<file path="src/rtl/uart_tx_arbiter.sv">
// Two-requester byte arbiter in front of a single UART TX byte port.
// Packets are atomic; owners alternate round-robin, an idle gap follows
// every packet, and a watchdog frees the port if the owner stalls.
module uart_tx_arbiter #(
  parameter int unsigned DATA_W     = 8,
  parameter int unsigned GAP_CYCLES = 16,
  parameter int unsigned TIMEOUT    = 1024
) (
  input  logic              clk_clk,
  input  logic              reset_reset,
  input  logic              req0_valid,
  input  logic [DATA_W-1:0] req0_data,
  input  logic              req0_last,
  output logic              req0_ready,
  input  logic              req1_valid,
  input  logic [DATA_W-1:0] req1_data,
  input  logic              req1_last,
  output logic              req1_ready,
  output logic              tx_valid,
  output logic [DATA_W-1:0] tx_data,
  input  logic              tx_ready,
  output logic [1:0]        grant,
  output logic              timeout_err
);

  localparam int unsigned CntRange  = (TIMEOUT > GAP_CYCLES) ? TIMEOUT : GAP_CYCLES;
  localparam int unsigned CntRangeC = (CntRange < 2) ? 2 : CntRange;
  localparam int unsigned CntW      = $clog2(CntRangeC);

  localparam logic [CntW-1:0] TimeoutLast = CntW'(TIMEOUT - 1);
  localparam logic [CntW-1:0] GapLast     = CntW'((GAP_CYCLES == 0) ? 0 : GAP_CYCLES - 1);

  typedef enum logic [1:0] {StIdle, StLock, StGap} state_e;

  state_e            state_q, state_d;
  logic [1:0]        grant_q, grant_d;
  logic              last_owner_q, last_owner_d;  // 0 = req0, 1 = req1
  logic [CntW-1:0]   stall_cnt_q, stall_cnt_d;
  logic [CntW-1:0]   gap_cnt_q, gap_cnt_d;

  logic              owner_valid;
  logic              owner_last;
  logic [DATA_W-1:0] owner_data;
  logic              pick_req1;
  logic              pkt_done;

  // Select the current owner's request signals.
  always_comb begin
    if (grant_q[1]) begin
      owner_valid = req1_valid;
      owner_data  = req1_data;
      owner_last  = req1_last;
    end else begin
      owner_valid = req0_valid;
      owner_data  = req0_data;
      owner_last  = req0_last;
    end
  end

  // On a tie the requester that did not own the last packet wins.
  assign pick_req1 = req1_valid & (~req0_valid | ~last_owner_q);

  // Next-state, counters and pass-through outputs.
  always_comb begin
    state_d      = state_q;
    grant_d      = grant_q;
    last_owner_d = last_owner_q;
    stall_cnt_d  = stall_cnt_q;
    gap_cnt_d    = gap_cnt_q;
    tx_valid     = 1'b0;
    tx_data      = '0;
    req0_ready   = 1'b0;
    req1_ready   = 1'b0;
    timeout_err  = 1'b0;
    pkt_done     = 1'b0;

    unique case (state_q)
      StIdle: begin
        if (req0_valid || req1_valid) begin
          grant_d     = pick_req1 ? 2'b10 : 2'b01;
          stall_cnt_d = '0;
          state_d     = StLock;
        end
      end

      StLock: begin
        tx_valid   = owner_valid;
        tx_data    = owner_data;
        req0_ready = ~grant_q[1] & tx_ready;
        req1_ready =  grant_q[1] & tx_ready;
        if (owner_valid && tx_ready) begin
          stall_cnt_d = '0;
          pkt_done    = owner_last;
        end else if (!owner_valid) begin
          // Only owner-not-valid cycles count; backpressure never does.
          if (stall_cnt_q >= TimeoutLast) begin
            timeout_err = 1'b1;
            pkt_done    = 1'b1;
          end else begin
            stall_cnt_d = stall_cnt_q + 1'b1;
          end
        end
        if (pkt_done) begin
          last_owner_d = grant_q[1];
          grant_d      = 2'b00;
          gap_cnt_d    = '0;
          state_d      = (GAP_CYCLES == 0) ? StIdle : StGap;
        end
      end

      StGap: begin
        if (gap_cnt_q >= GapLast) begin
          state_d = StIdle;
        end else begin
          gap_cnt_d = gap_cnt_q + 1'b1;
        end
      end

      default: state_d = StIdle;
    endcase
  end

  // State and counter registers; reset returns to idle with req0 favoured.
  always_ff @(posedge clk_clk or posedge reset_reset) begin
    if (reset_reset) begin
      state_q      <= StIdle;
      grant_q      <= 2'b00;
      last_owner_q <= 1'b1;
      stall_cnt_q  <= '0;
      gap_cnt_q    <= '0;
    end else begin
      state_q      <= state_d;
      grant_q      <= grant_d;
      last_owner_q <= last_owner_d;
      stall_cnt_q  <= stall_cnt_d;
      gap_cnt_q    <= gap_cnt_d;
    end
  end

  assign grant = grant_q;

endmodule

</file>
<file path="config.mk">
export PLATFORM = sky130hd
export DESIGN_NAME = uart_tx_arbiter
export DESIGN_NICKNAME = d
export VERILOG_FILES = /design/src/rtl/uart_tx_arbiter.sv
export SDC_FILE = /design/constraint.sdc
export NUM_CORES = 1
export LEC_CHECK = 0
export ABC_AREA = 1
export BUFFER_PORTS_ARGS = -buffer_cell sky130_fd_sc_hd__clkbuf_2
export CAP_MARGIN = 20
export CORE_MARGIN = 10
export CORE_UTILIZATION = 48
export CTS_CLUSTER_DIAMETER = 150
export CTS_CLUSTER_SIZE = 24
export DETAILED_ROUTE_END_ITERATION = 7
export PLACE_DENSITY = 0.75
export SLEW_MARGIN = 20
export SYNTH_ARGS = -nofsm -noshare
export SYNTH_HDL_FRONTEND = slang
export SYNTH_SLANG_ARGS = --single-unit
</file>
<file path="constraint.sdc">
create_clock -name clk_clk -period 1.6 [get_ports clk_clk]
set_clock_uncertainty 0.15 [all_clocks]
set_input_delay 0.16 -clock clk_clk [delete_from_list [all_inputs] [get_ports clk_clk]]
set_output_delay 0.16 -clock clk_clk [all_outputs]
set_load 0.02 [all_outputs]
</file>
### Word level (Yosys, flattened, before mapping)

Cells that the tools add are included.

* bits in registers: 25
* input bits: 23
* output and inout bits: 14
* logic and storage cells: 63

* add/subtract/negate cells: 2
* $lt $le $gt $ge: 2
* equal/unequal tests: 8
* multiplexer cells: 29
* bitwise operators: 7
* reductions and logical operators: 10

Operator list (number)
* two-way mux 10 bit: 6
* case mux 10 bit (2 select lines): 2
* adder 10 x 1 -> 10 bit (second input constant): 2
* two-way mux 8 bit: 2
* two-way mux 2 bit: 6
* two-way mux 1 bit: 11
* >= comparator 10 bit (second input constant): 1
* >= comparator 10 x 4 -> 1 bit (second input constant): 1
* AND reduction 3 bit: 3
* inequality test 2 bit (second input constant): 4
* inequality test 3 bit (second input constant): 2
* case mux 2 bit (3 select lines): 1
* case mux 2 bit (2 select lines): 1
* AND reduction 4 bit: 1
* nonzero test 2 bit: 2
* AND 1 bit: 3
* inverter 1 bit: 3
* equality test 2 x 1 -> 1 bit (second input constant): 1
* equality test 2 bit (second input constant): 1
* zero test 2 bit: 1
* AND reduction 2 bit: 1
* logical AND 1 bit: 1
* logical OR 1 bit: 1
* OR 1 bit: 1

### Logic depth before layout (Yosys ltp)

Gate-level depths: netlist of run 1.

* word-level depth: 7
* gate-level depth with buffers: 11

### Least setup slack after synthesis of run 1

OpenSTA, ideal clock, no wires.

* path kind: flip-flop to output port
* start: register state_q[1]
* end: output port req1_ready
* data arrival time: 1.531 ns
* data required time: 1.290 ns
* path slack: -0.241 ns
* stages on the path, launching flop included: 5
* buffers on the path: 1
* path through: dfrtp_1 -> nor2_4 -> clkinv_1 -> clkbuf_1 -> nor3_1

* cells in the longest elaborated chain, start to end: 2

RTL lines
* start: declaration: RTL line 35 `state_e state_q, state_d;`
* start signal: assignment: RTL line 126 `state_q <= StIdle;`
* start signal: assignment: RTL line 132 `state_q <= state_d;`
* equality test 2 x 1 -> 1 bit: RTL line 77 `unique case (state_q)`
* two-way mux 1 bit: RTL line 77
* end: declaration: RTL line 18 `output logic req1_ready,`

Every way passes these cells.

### Final worst setup path of run 1

* start: register stall_cnt_q[0]
* end: output port timeout_err

* cells in the longest elaborated chain, start to end: 5

RTL lines
* start: declaration: RTL line 38 `logic [CntW-1:0] stall_cnt_q, stall_cnt_d;`
* start signal: assignment: RTL line 135 `stall_cnt_q <= stall_cnt_d;`
* >= comparator 10 bit: RTL line 96 `if (stall_cnt_q >= TimeoutLast) begin`
* two-way mux 1 bit: RTL line 96
* two-way mux 1 bit: RTL line 94 `end else if (!owner_valid) begin`
* two-way mux 1 bit: RTL line 91 `if (owner_valid && tx_ready) begin`
* two-way mux 1 bit: RTL line 77
* end: declaration: RTL line 23 `output logic timeout_err`

Every way passes these cells.

==> results.toml, run 1 <==
[finish]
final_common_cell = "nand2_1"
fin_nets = 327
final_area_mm2 = 0.00261
antenna_cells = 0
final_cell_mix = "58 x nand2_1, 26 x buf_4, 24 x clkbuf_2"
n_fill_cell = 155
area_growth_pct = 65.3
drive_gt1_share_pct = 49.8
layoutNonFillerInstCount = 345

[worst_setup_path]
slowest_stage = "dfrtp_1"
worstSetupPathType = "reg2out"
crit_chain = "ha_4, nand2_2, nor3_2, nand2_1, nor3_2, buf_4"
rrSetupSlack_ns = -0.12
crit_fanout = 2
cp.arrival_ns = 1.64
cp_top_family = "simple AND/OR/NAND/NOR gates"
critPathCaptureType = "output pin"
crit_required_ns = 1.29
crit_path_max_incr_delay_ns = 0.44
crit_top_cell = "nor3_2"
timing.critical_path.buf_inv = 1
start_kind = "register"

[yosys]
synth_area_leaders = "dfrtp_1 38%, nand2_1 16%, nand3_1 8.5%"
synthCells = 226
synth_area_mm2 = 0.00158
synth_flop_cell = "dfrtp_1"
syn_area_per_cell_um2 = 7.00
synth_top_area_cell = "dfrtp_1"
ys_warn_count = 0
syn_nets = 251
synth-seq-area-share_pct = 39.6
synth_cell_type_count = 27
ys_seq_elements = 25
synth_edf_count = 0
synth-async-reset-ratio_pct = 100
netlist.area_leader.share_pct = 38.0

[route]
antenna_left = 0
routed_wirelength_mm = 5.95
drt_pass1_iterations = 5
drc = 0
vias = 1935
avgRoutedWirePerCell_um = 17.2
drt-vias-per-instance = 5.61
drt-initial-drc-count = 207

[timing]
fin_ws_ns = -0.351
period_share_pct = 122
worst_pin_slew_ns = 0.321
rsz0062_at_grt = "yes"
hold_viol = 0
period_needed_ns = 1.95
drv_slew = 0
slew_headroom_pct = 78.6
fmax_mhz = 513
setup-violations-final = 34
tns_ns = -4.37

[placed_design]
dp_hpwl_mm = 3.09
dpl_cell_area_mm2 = 0.00203
port_buffers = 36
dp.cells = 322
gp_congestion = 0.841

[power_and_ir_drop]
power_density_mw_per_mm2 = 1590
ir_drop_mv = 0.789
p_leak_nw = 1.23

[die]
core_region_area_mm2 = 0.00310
die_height_um = 77.4
io_pins = 37
dieWidth_um = 77.4
start_util_pct = 51.0
die_area_mm2 = 0.00599
rows = 20

[worst_hold_path]
hp-class = "in2reg"

[clock_network]
htreeDepth = 1
tritoncts = "done"
clockBufferDepth = 2
clkLatencyLatePin_ns = 0.33
cts-root-buf = "clkbuf_4"
cts_buffers = 3
cts_sinks = 25
clk_pin_slew_ns = 0.15

[global_route]
grt_pass1_vias = 1637
grt_start_max_net_pins = 26
grt_pass1_wl_mm = 7.33
antenna_found_initial = 0
grt_overflow = 0
grt_usage_pct = 14.5

[run]
cap_violations = 0

[status]
status = "finished, violations left"
violations = "negative setup slack"
cell families (layout without fill, tap and decap cells):
family                     count (synthesis)  in the layout  share of synthesized area, %
AOI/OAI and AO/OA                         22             22                          8.54
xor gates and xnor gates                   2              2                          1.11
adders and majority gates                  2              2                          1.58
buffers and inverters                     29            102                          7.83
DFF                                       25             25                          39.6
and+or+nand+nor                          146            148                          41.3
metal layers:
metal  routed length (µm)  global-route usage, %  up-vias  part of all wire, %
met5                    0                      0        -                    0
met4                  161                   3.65        0                  2.7
met3                  436                   3.00       26                  7.3
met2                 3090                   25.2      123                   52
met1                 2270                   17.9      905                   38
li1                     -                      -      881                    -
stage by stage:
stage | setup WS, ns | power [mW] | util, % | hold WS [ns]
floorplan | -0.0816 | 2.03 | - | 0.0366
global route | -0.381 | 4.34 | 84.2 | 0.147
CTS | -0.184 | 3.41 | 74.8 | 0.0409
detailed placement | -0.0286 | 2.65 | 65.5 | 0.0561
global placement | -0.0155 | 2.64 | 65.5 | 0.0563
finish | -0.351 | 4.16 | 84.2 | 0.146
state kept, by name (all words and copies together), names as in the netlist:
| register | cells |
|---|---|
| state_q | 2 |
| last_owner_q | 1 |
| grant | 2 |
| stall_cnt_q | 10 |
| gap_cnt_q | 10 |
where the power goes:
| part | total [mW] | switching [mW] | leakage (nW) | internal (mW) |
|---|---|---|---|---|
| registers | 0.868 | 0.123 | 0.334 | 0.745 |
| logic | 2.99 | 1.70 | 0.884 | 1.29 |
| clock network | 0.303 | 0.207 | 0.0139 | 0.0958 |
| total | 4.16 | 2.03 | 1.23 | 2.13 |
timing repair:
action | CTS | global route
pin swaps | 12 | 21
hold endpoints to repair | 26 | 0
hold buffers | 2 | 0
cloned | 1 | 1
setup endpoints to repair | 22 | 35
gates resized for setup | 39 | 64
buffers inserted | 10 | 7
path summary, 6_finish.rpt:
| path | start | endpoint | cells past startpoint |
|---|---|---|---|
| worst min-delay path | req1_valid | grant[1]$_DFFE_PP0P_ | 5 |
| worst min register to register | grant[0]$_DFFE_PP0P_ | grant[0]$_DFFE_PP0P_ | 2 |
| worst max-delay path | stall_cnt_q[0]$_DFFE_PP0P_ | timeout_err | 6 |
| worst max register to register | stall_cnt_q[0]$_DFFE_PP0P_ | stall_cnt_q[4]$_DFFE_PP0P_ | 9 |
| min in group asynchronous | reset_reset | gap_cnt_q[4]$_DFFE_PP0P_ | 4 |
| max in group asynchronous | reset_reset | last_owner_q$_DFFE_PP1P_ | 4 |
tightest hold or removal path, stage by stage:
cell      delay [ns]
clkbuf_2        0.09
inv_1           0.12
a21oi_1         0.07
nand3_1         0.09
nand2_1         0.07
cells in the mapped netlist (all sizes together), types with 2 or more instances:
library cell,number
clkbuf,3
nand3,28
nand4,2
buf,2
nor3b,2
nor3,7
ha,2
a21oi,9
nand2,74
inv,23
nor2,32
o21ai,9
a21o,2
dfrtp,24
xor2,2
cell type report:
type	instances	area [µm²]	area share [%]
multi-input cells	174	1170	44.9
flip-flops and latches	25	629	24.1
repair buffers	74	627	24.0
inverters	24	97.6	3.73
well taps	44	55.1	2.11
clock buffers	3	22.5	0.862
clock inverters	1	7.51	0.287
(Power assumes the default switching activity.)
==> run 2, diff against run 1 <==
--- a/config.mk
+++ b/config.mk
@@ -9,11 +9,11 @@
 export BUFFER_PORTS_ARGS = -buffer_cell sky130_fd_sc_hd__clkbuf_2
 export CAP_MARGIN = 20
 export CORE_MARGIN = 10
-export CORE_UTILIZATION = 48
+export CORE_UTILIZATION = 53
 export CTS_CLUSTER_DIAMETER = 150
 export CTS_CLUSTER_SIZE = 24
 export DETAILED_ROUTE_END_ITERATION = 7
-export PLACE_DENSITY = 0.75
+export PLACE_DENSITY = 0.79
 export SLEW_MARGIN = 20
 export SYNTH_ARGS = -nofsm -noshare
 export SYNTH_HDL_FRONTEND = slang
==> constraint.sdc (replaced) <==
create_clock -name clk_clk -period 1.9 [get_ports clk_clk]
set_clock_uncertainty 0.15 [all_clocks]
set_input_delay 0.19 -clock clk_clk [delete_from_list [all_inputs] [get_ports clk_clk]]
set_output_delay 0.19 -clock clk_clk [all_outputs]
set_load 0.02 [all_outputs]
==> run 2 against run 1 <==
The run now ends clean. Hold slack worse by 0.12 ns. Clock power is 17% lower. Clock-buffer cell count is the same. Routed wire length fell by 33%. Power fell by 44%. Critical path depth stayed put. Setup slack gained 0.36 ns. Cell count shrank 11%. Register-to-register slack better by 0.32 ns. Via count decreased by 19%. Final area fell by 26%. Sequential power decreased by 17%. Critical path type unchanged. Critical endpoint unchanged. Largest cell class unchanged. Highest routed layer unchanged.
==> results.toml, run 2 (synthesized netlist as in run 1, its figures left out) <==
[finish]
final_area_mm2 = 0.00194
layoutNonFillerInstCount = 306
final_cell_mix = "64 x nand2_1, 35 x clkbuf_2, 30 x nor2_1"
n_fill_cell = 252
area_growth_pct = 22.5
antenna_cells = 0
drive_gt1_share_pct = 27.6
final_common_cell = "nand2_1"
reg_top3 = "gap_cnt_q: 10 flops, stall_cnt_q: 10 flops"
fin_nets = 301

[placed_design]
dpl_cell_area_mm2 = 0.00183
dp_hpwl_mm = 2.99
gp_congestion = 0.925
place_ws_ns = 0.0979
port_buffers = 36
dp.cells = 296

[clock_network]
cts_sinks = 25
clkLatencyLatePin_ns = 0.33
cts-root-buf = "clkbuf_4"
htreeDepth = 1
clockBufferDepth = 2
clk_pin_slew_ns = 0.14
cts_buffers = 3
tritoncts = "done"

[timing]
period_share_pct = 99.7
setup-violations-final = 0
rsz0062_at_grt = "yes"
drv_slew = 0
period_needed_ns = 1.89
slew_headroom_pct = 72.3
tns_ns = 0
fin_ws_ns = 0.00537
fmax_mhz = 528
worst_pin_slew_ns = 0.414
hold_viol = 0

[die]
rows = 19
io_pins = 37
die_area_mm2 = 0.00557
die_height_um = 74.6
dieWidth_um = 74.6
core_region_area_mm2 = 0.00281
start_util_pct = 56.4

[route]
drt-initial-drc-count = 98
drt-vias-per-instance = 5.12
drt_pass1_iterations = 4
antenna_left = 0
vias = 1567
avgRoutedWirePerCell_um = 12.9
drc = 0
routed_wirelength_mm = 3.96

[global_route]
grt_overflow = 0
grt_start_max_net_pins = 26
grt_usage_pct = 13.9
grt_pass1_vias = 1447
grt_pass1_wl_mm = 6.22
antenna_found_initial = 0

[status]
status = "finished clean"

[worst_setup_path]
r2r-start = "stall_cnt_q[0]$_DFFE_PP0P_"
crit_chain = "ha_4, nand2_2, nor3_2, nand2_2, nor3_2, buf_4"
crit_path_max_incr_delay_ns = 0.42
cp.arrival_ns = 1.55
rrSetupSlack_ns = 0.20
worstSetupPathType = "reg2out"
critPathCaptureType = "output pin"
start_kind = "register"
crit_fanout = 3
timing.critical_path.buf_inv = 1
cp_top_family = "simple AND/OR/NAND/NOR gates"
crit_required_ns = 1.56
slowest_stage = "dfrtp_1"
worstSetupStartpoint = "stall_cnt_q[0]$_DFFE_PP0P_"

[power_and_ir_drop]
switching_power_mw = 1.15
ir_drop_mv = 0.680
seqPwrFrac_pct = 31.1
internal_power_mw = 1.17
p_clk_share_pct = 10.8
power_density_mw_per_mm2 = 1200
p_leak_nw = 1.02
p_comb_share_pct = 58.1
switching_share_pct = 49.7

[worst_hold_path]
worstHoldStart = "req0_valid"
hp-class = "in2reg"

[run]
cap_violations = 0
## run 2: worst reg2reg max path: stages, from the launching register on
cell and delay (ns):
dfrtp_1 0.42, ha_4 0.17, nand3_2 0.12, nor2_1 0.17, nand3_1 0.13, nand2_2 0.11
nand2_4 0.07, nand2_2 0.17, nand2_1 0.09, nand2_1 0.06
## run 2: cell type report
type	count	area, µm²	share of cell area, %
Clock buffer	3	22.5	1.16
Clock inverter	1	7.51	0.387
Inverter	24	92.6	4.78
Multi-Input combinational cell	172	858	44.3
Sequential cell	25	628	32.4
Tap cell	31	38.8	2.00
Timing Repair Buffer	50	290	15.0
## run 2: metrics by stage
step / utilization, % / hold WS (ns) / power (mW)
floorplan: - / 0.0666 / 1.59
global route: 69.1 / 0.0630 / 2.49
detailed placement: 65.1 / 0.0909 / 1.97
finish: 69.1 / 0.0275 / 2.32
global placement: 65.1 / 0.0836 / 1.97
CTS: 67.4 / 0.0231 / 2.25
## run 2: timing repair
item,4_1_cts,5_1_grt
endpoints found under the setup margin,10,10
pin swaps,1,1
gates resized for setup,4,7
endpoints found under the hold margin,25,0
buffers inserted,2,3
hold buffers,1,0
## run 2: worst paths after layout
check | end | depth (start not counted)
max in group asynchronous | last_owner_q$_DFFE_PP1P_ | 4
min in group asynchronous | gap_cnt_q[7]$_DFFE_PP0P_ | 4
min | grant[1]$_DFFE_PP0P_ | 4
min reg2reg | gap_cnt_q[8]$_DFFE_PP0P_ | 2
max reg2reg | gap_cnt_q[2]$_DFFE_PP0P_ | 9
max | timeout_err | 6
## run 2: routing by layer
layer	track usage, %	vias to the layer above	share of wire (%)	wire, µm
li1	-	823	-	-
met1	16.7	665	43	1710
met2	22.4	72	41	1600
met3	5.12	7	15	588
met4	5.46	0	1.5	59
met5	0	-	0	0
## run 2: power by group through the flow
stage | clock [mW] | combinational, mW | sequential [mW]
4_1_cts | 0.260 | 1.27 | 0.720
6_report | 0.251 | 1.35 | 0.721
2_1_floorplan | 0 | 0.863 | 0.732
5_1_grt | 0.273 | 1.48 | 0.735
3_5_place_dp | 0 | 1.23 | 0.739
3_3_place_gp | 0 | 1.24 | 0.736
==> run 3, diff against run 2 <==
--- a/config.mk
+++ b/config.mk
@@ -11,9 +11,9 @@
 export CORE_MARGIN = 10
 export CORE_UTILIZATION = 53
 export CTS_CLUSTER_DIAMETER = 150
-export CTS_CLUSTER_SIZE = 24
+export CTS_CLUSTER_SIZE = 8
 export DETAILED_ROUTE_END_ITERATION = 7
-export PLACE_DENSITY = 0.79
+export PLACE_DENSITY = 0.86
 export SLEW_MARGIN = 20
 export SYNTH_ARGS = -nofsm -noshare
 export SYNTH_HDL_FRONTEND = slang
==> run 3 against run 2 <==
Global-route usage down 1.4 points. First-iteration DRC count is 15% higher. Routed wire length down 8.2%. Power shrank 2.9%. Register-to-register slack got worse by 0.03 ns.
==> results.toml, run 3 (synthesized netlist as in run 1, its figures left out) <==
[clock_network]
cts_sinks = 25
htreeDepth = 1
tritoncts = "done"
clockBufferDepth = 2
cts-root-buf = "clkbuf_4"
clk_pin_slew_ns = 0.12
clkLatencyLatePin_ns = 0.30
cts_buffers = 3

[finish]
final_area_mm2 = 0.00194
fin_nets = 302
fin_util_pct = 69.2
area_growth_pct = 22.7
antenna_cells = 0
reg_top3 = "gap_cnt_q: 10 flops, stall_cnt_q: 10 flops"
final_common_cell = "nand2_1"
final_cell_mix = "66 x nand2_1, 30 x nor2_1, 30 x clkbuf_2"
drive_gt1_share_pct = 27.2

[worst_setup_path]
crit_required_ns = 1.56
critPathCaptureType = "output pin"
r2r.worst_path.cells = 9
endpoint = "tx_data[6]"
worstSetupStartpoint = "state_q[1]$_DFFE_PP0P_"
crit_fanout = 11
r2r-start = "stall_cnt_q[1]$_DFFE_PP0P_"
rrSetupSlack_ns = 0.17
worstSetupPathType = "reg2out"
timing.rr.end = "stall_cnt_q[1]$_DFFE_PP0P_"
start_kind = "register"
cp.arrival_ns = 1.48

[worst_hold_path]
hp-class = "in2reg"

[power_and_ir_drop]
switching_share_pct = 48.3
switching_power_mw = 1.09
seqPwrFrac_pct = 31.8
internal_power_mw = 1.16
p_total_mw = 2.25
p_clk_share_pct = 9.7
p_leak_nw = 1.03
p_comb_share_pct = 58.5
power_density_mw_per_mm2 = 1160
ir_drop_mv = 0.735

[timing]
rsz0062_at_grt = "yes"
period_share_pct = 96.0
hold_viol = 0
period_needed_ns = 1.82
drv_slew = 0
fin_ws_ns = 0.0751
fmax_mhz = 548
slew_headroom_pct = 63.7
worst_pin_slew_ns = 0.542
setup-violations-final = 0
hold_slack_ns = 0.0449

[route]
antenna_left = 0
routed_wirelength_mm = 3.64
avgRoutedWirePerCell_um = 11.8
drt_pass1_iterations = 4
drt-initial-drc-count = 113
drt-vias-per-instance = 5.21
drc = 0
vias = 1598

[global_route]
grt_pass1_wl_mm = 5.91
antenna_found_initial = 0
grt_usage_pct = 12.6
grt_pass1_vias = 1395
grt_overflow = 0
grt_start_max_net_pins = 26

[die]
io_pins = 37
die_area_mm2 = 0.00557
rows = 19
dieWidth_um = 74.6
core_region_area_mm2 = 0.00281
die_height_um = 74.6
start_util_pct = 56.4

[placed_design]
port_buffers = 36
place_ws_ns = 0.151
dp_hpwl_mm = 2.88
gp_congestion = 0.908
dpl_cell_area_mm2 = 0.00183

[run]
cap_violations = 0

[status]
status = "finished clean"
## run 3: power groups by stage
stage,clock (mW),combinational [mW],sequential [mW]
CTS,0.223,1.25,0.712
finish,0.219,1.32,0.715
global route,0.242,1.45,0.729
global placement,0,1.21,0.726
detailed placement,0,1.23,0.728
floorplan,0,0.863,0.732
## run 3: layout make-up
cell class                      instances  area [µm²]
Sequential cell                        25         629
Inverter                               24        90.1
Fill cell                             219         865
Timing Repair Buffer                   51         303
Clock buffer                            4        26.3
Multi-Input combinational cell        172         853
Tap cell                               31        38.8
## run 3: critical path, cell delays in order (launching register included)
cell and delay, ns:
dfrtp_1 0.44, nor2_4 0.13, clkinv_1 0.10, buf_4 0.19, a21oi_1 0.13, clkbuf_2 0.19
## run 3: how the worst min path moves through the flow
stage	startpoint	endpoint	slack, ns	cells after the start
5_1_grt	req0_valid	grant[1]$_DFFE_PP0P_	0.04	4
6_report	req0_valid	grant[1]$_DFFE_PP0P_	0.04	4
2_1_floorplan	reset_reset	gap_cnt_q[0]$_DFFE_PP0P_	0.07	1
3_3_place_gp	reset_reset	stall_cnt_q[7]$_DFFE_PP0P_	0.07	3
4_1_cts	req0_valid	grant[1]$_DFFE_PP0P_	0.05	4
3_5_place_dp	reset_reset	gap_cnt_q[6]$_DFFE_PP0P_	0.08	3
## run 3: stage by stage
stage / instances / TNS [ns]
after floorplan: 226 / 0
after CTS: 304 / -0.000486
after global placement: 296 / 0
final: 307 / 0
after detailed placement: 296 / 0
after global routing: 307 / -0.152
## run 3: routing by layer
layer	GRT usage, %	wire length [µm]	part of all wire, %	vias to the layer above
met2	20.7	1610	44	59
met4	2.52	28	0.77	0
met1	16.6	1630	45	709
li1	-	-	-	826
met3	2.63	367	10	4
met5	0	0	0	-
## run 3: what timing repair did
action                                  4_1_cts  5_1_grt
pin swaps                                     3        0
gates resized for setup                       3       13
hold endpoints to repair                     24        0
buffers inserted                              3        3
endpoints found under the setup margin        1       20
hold buffers                                  1        0
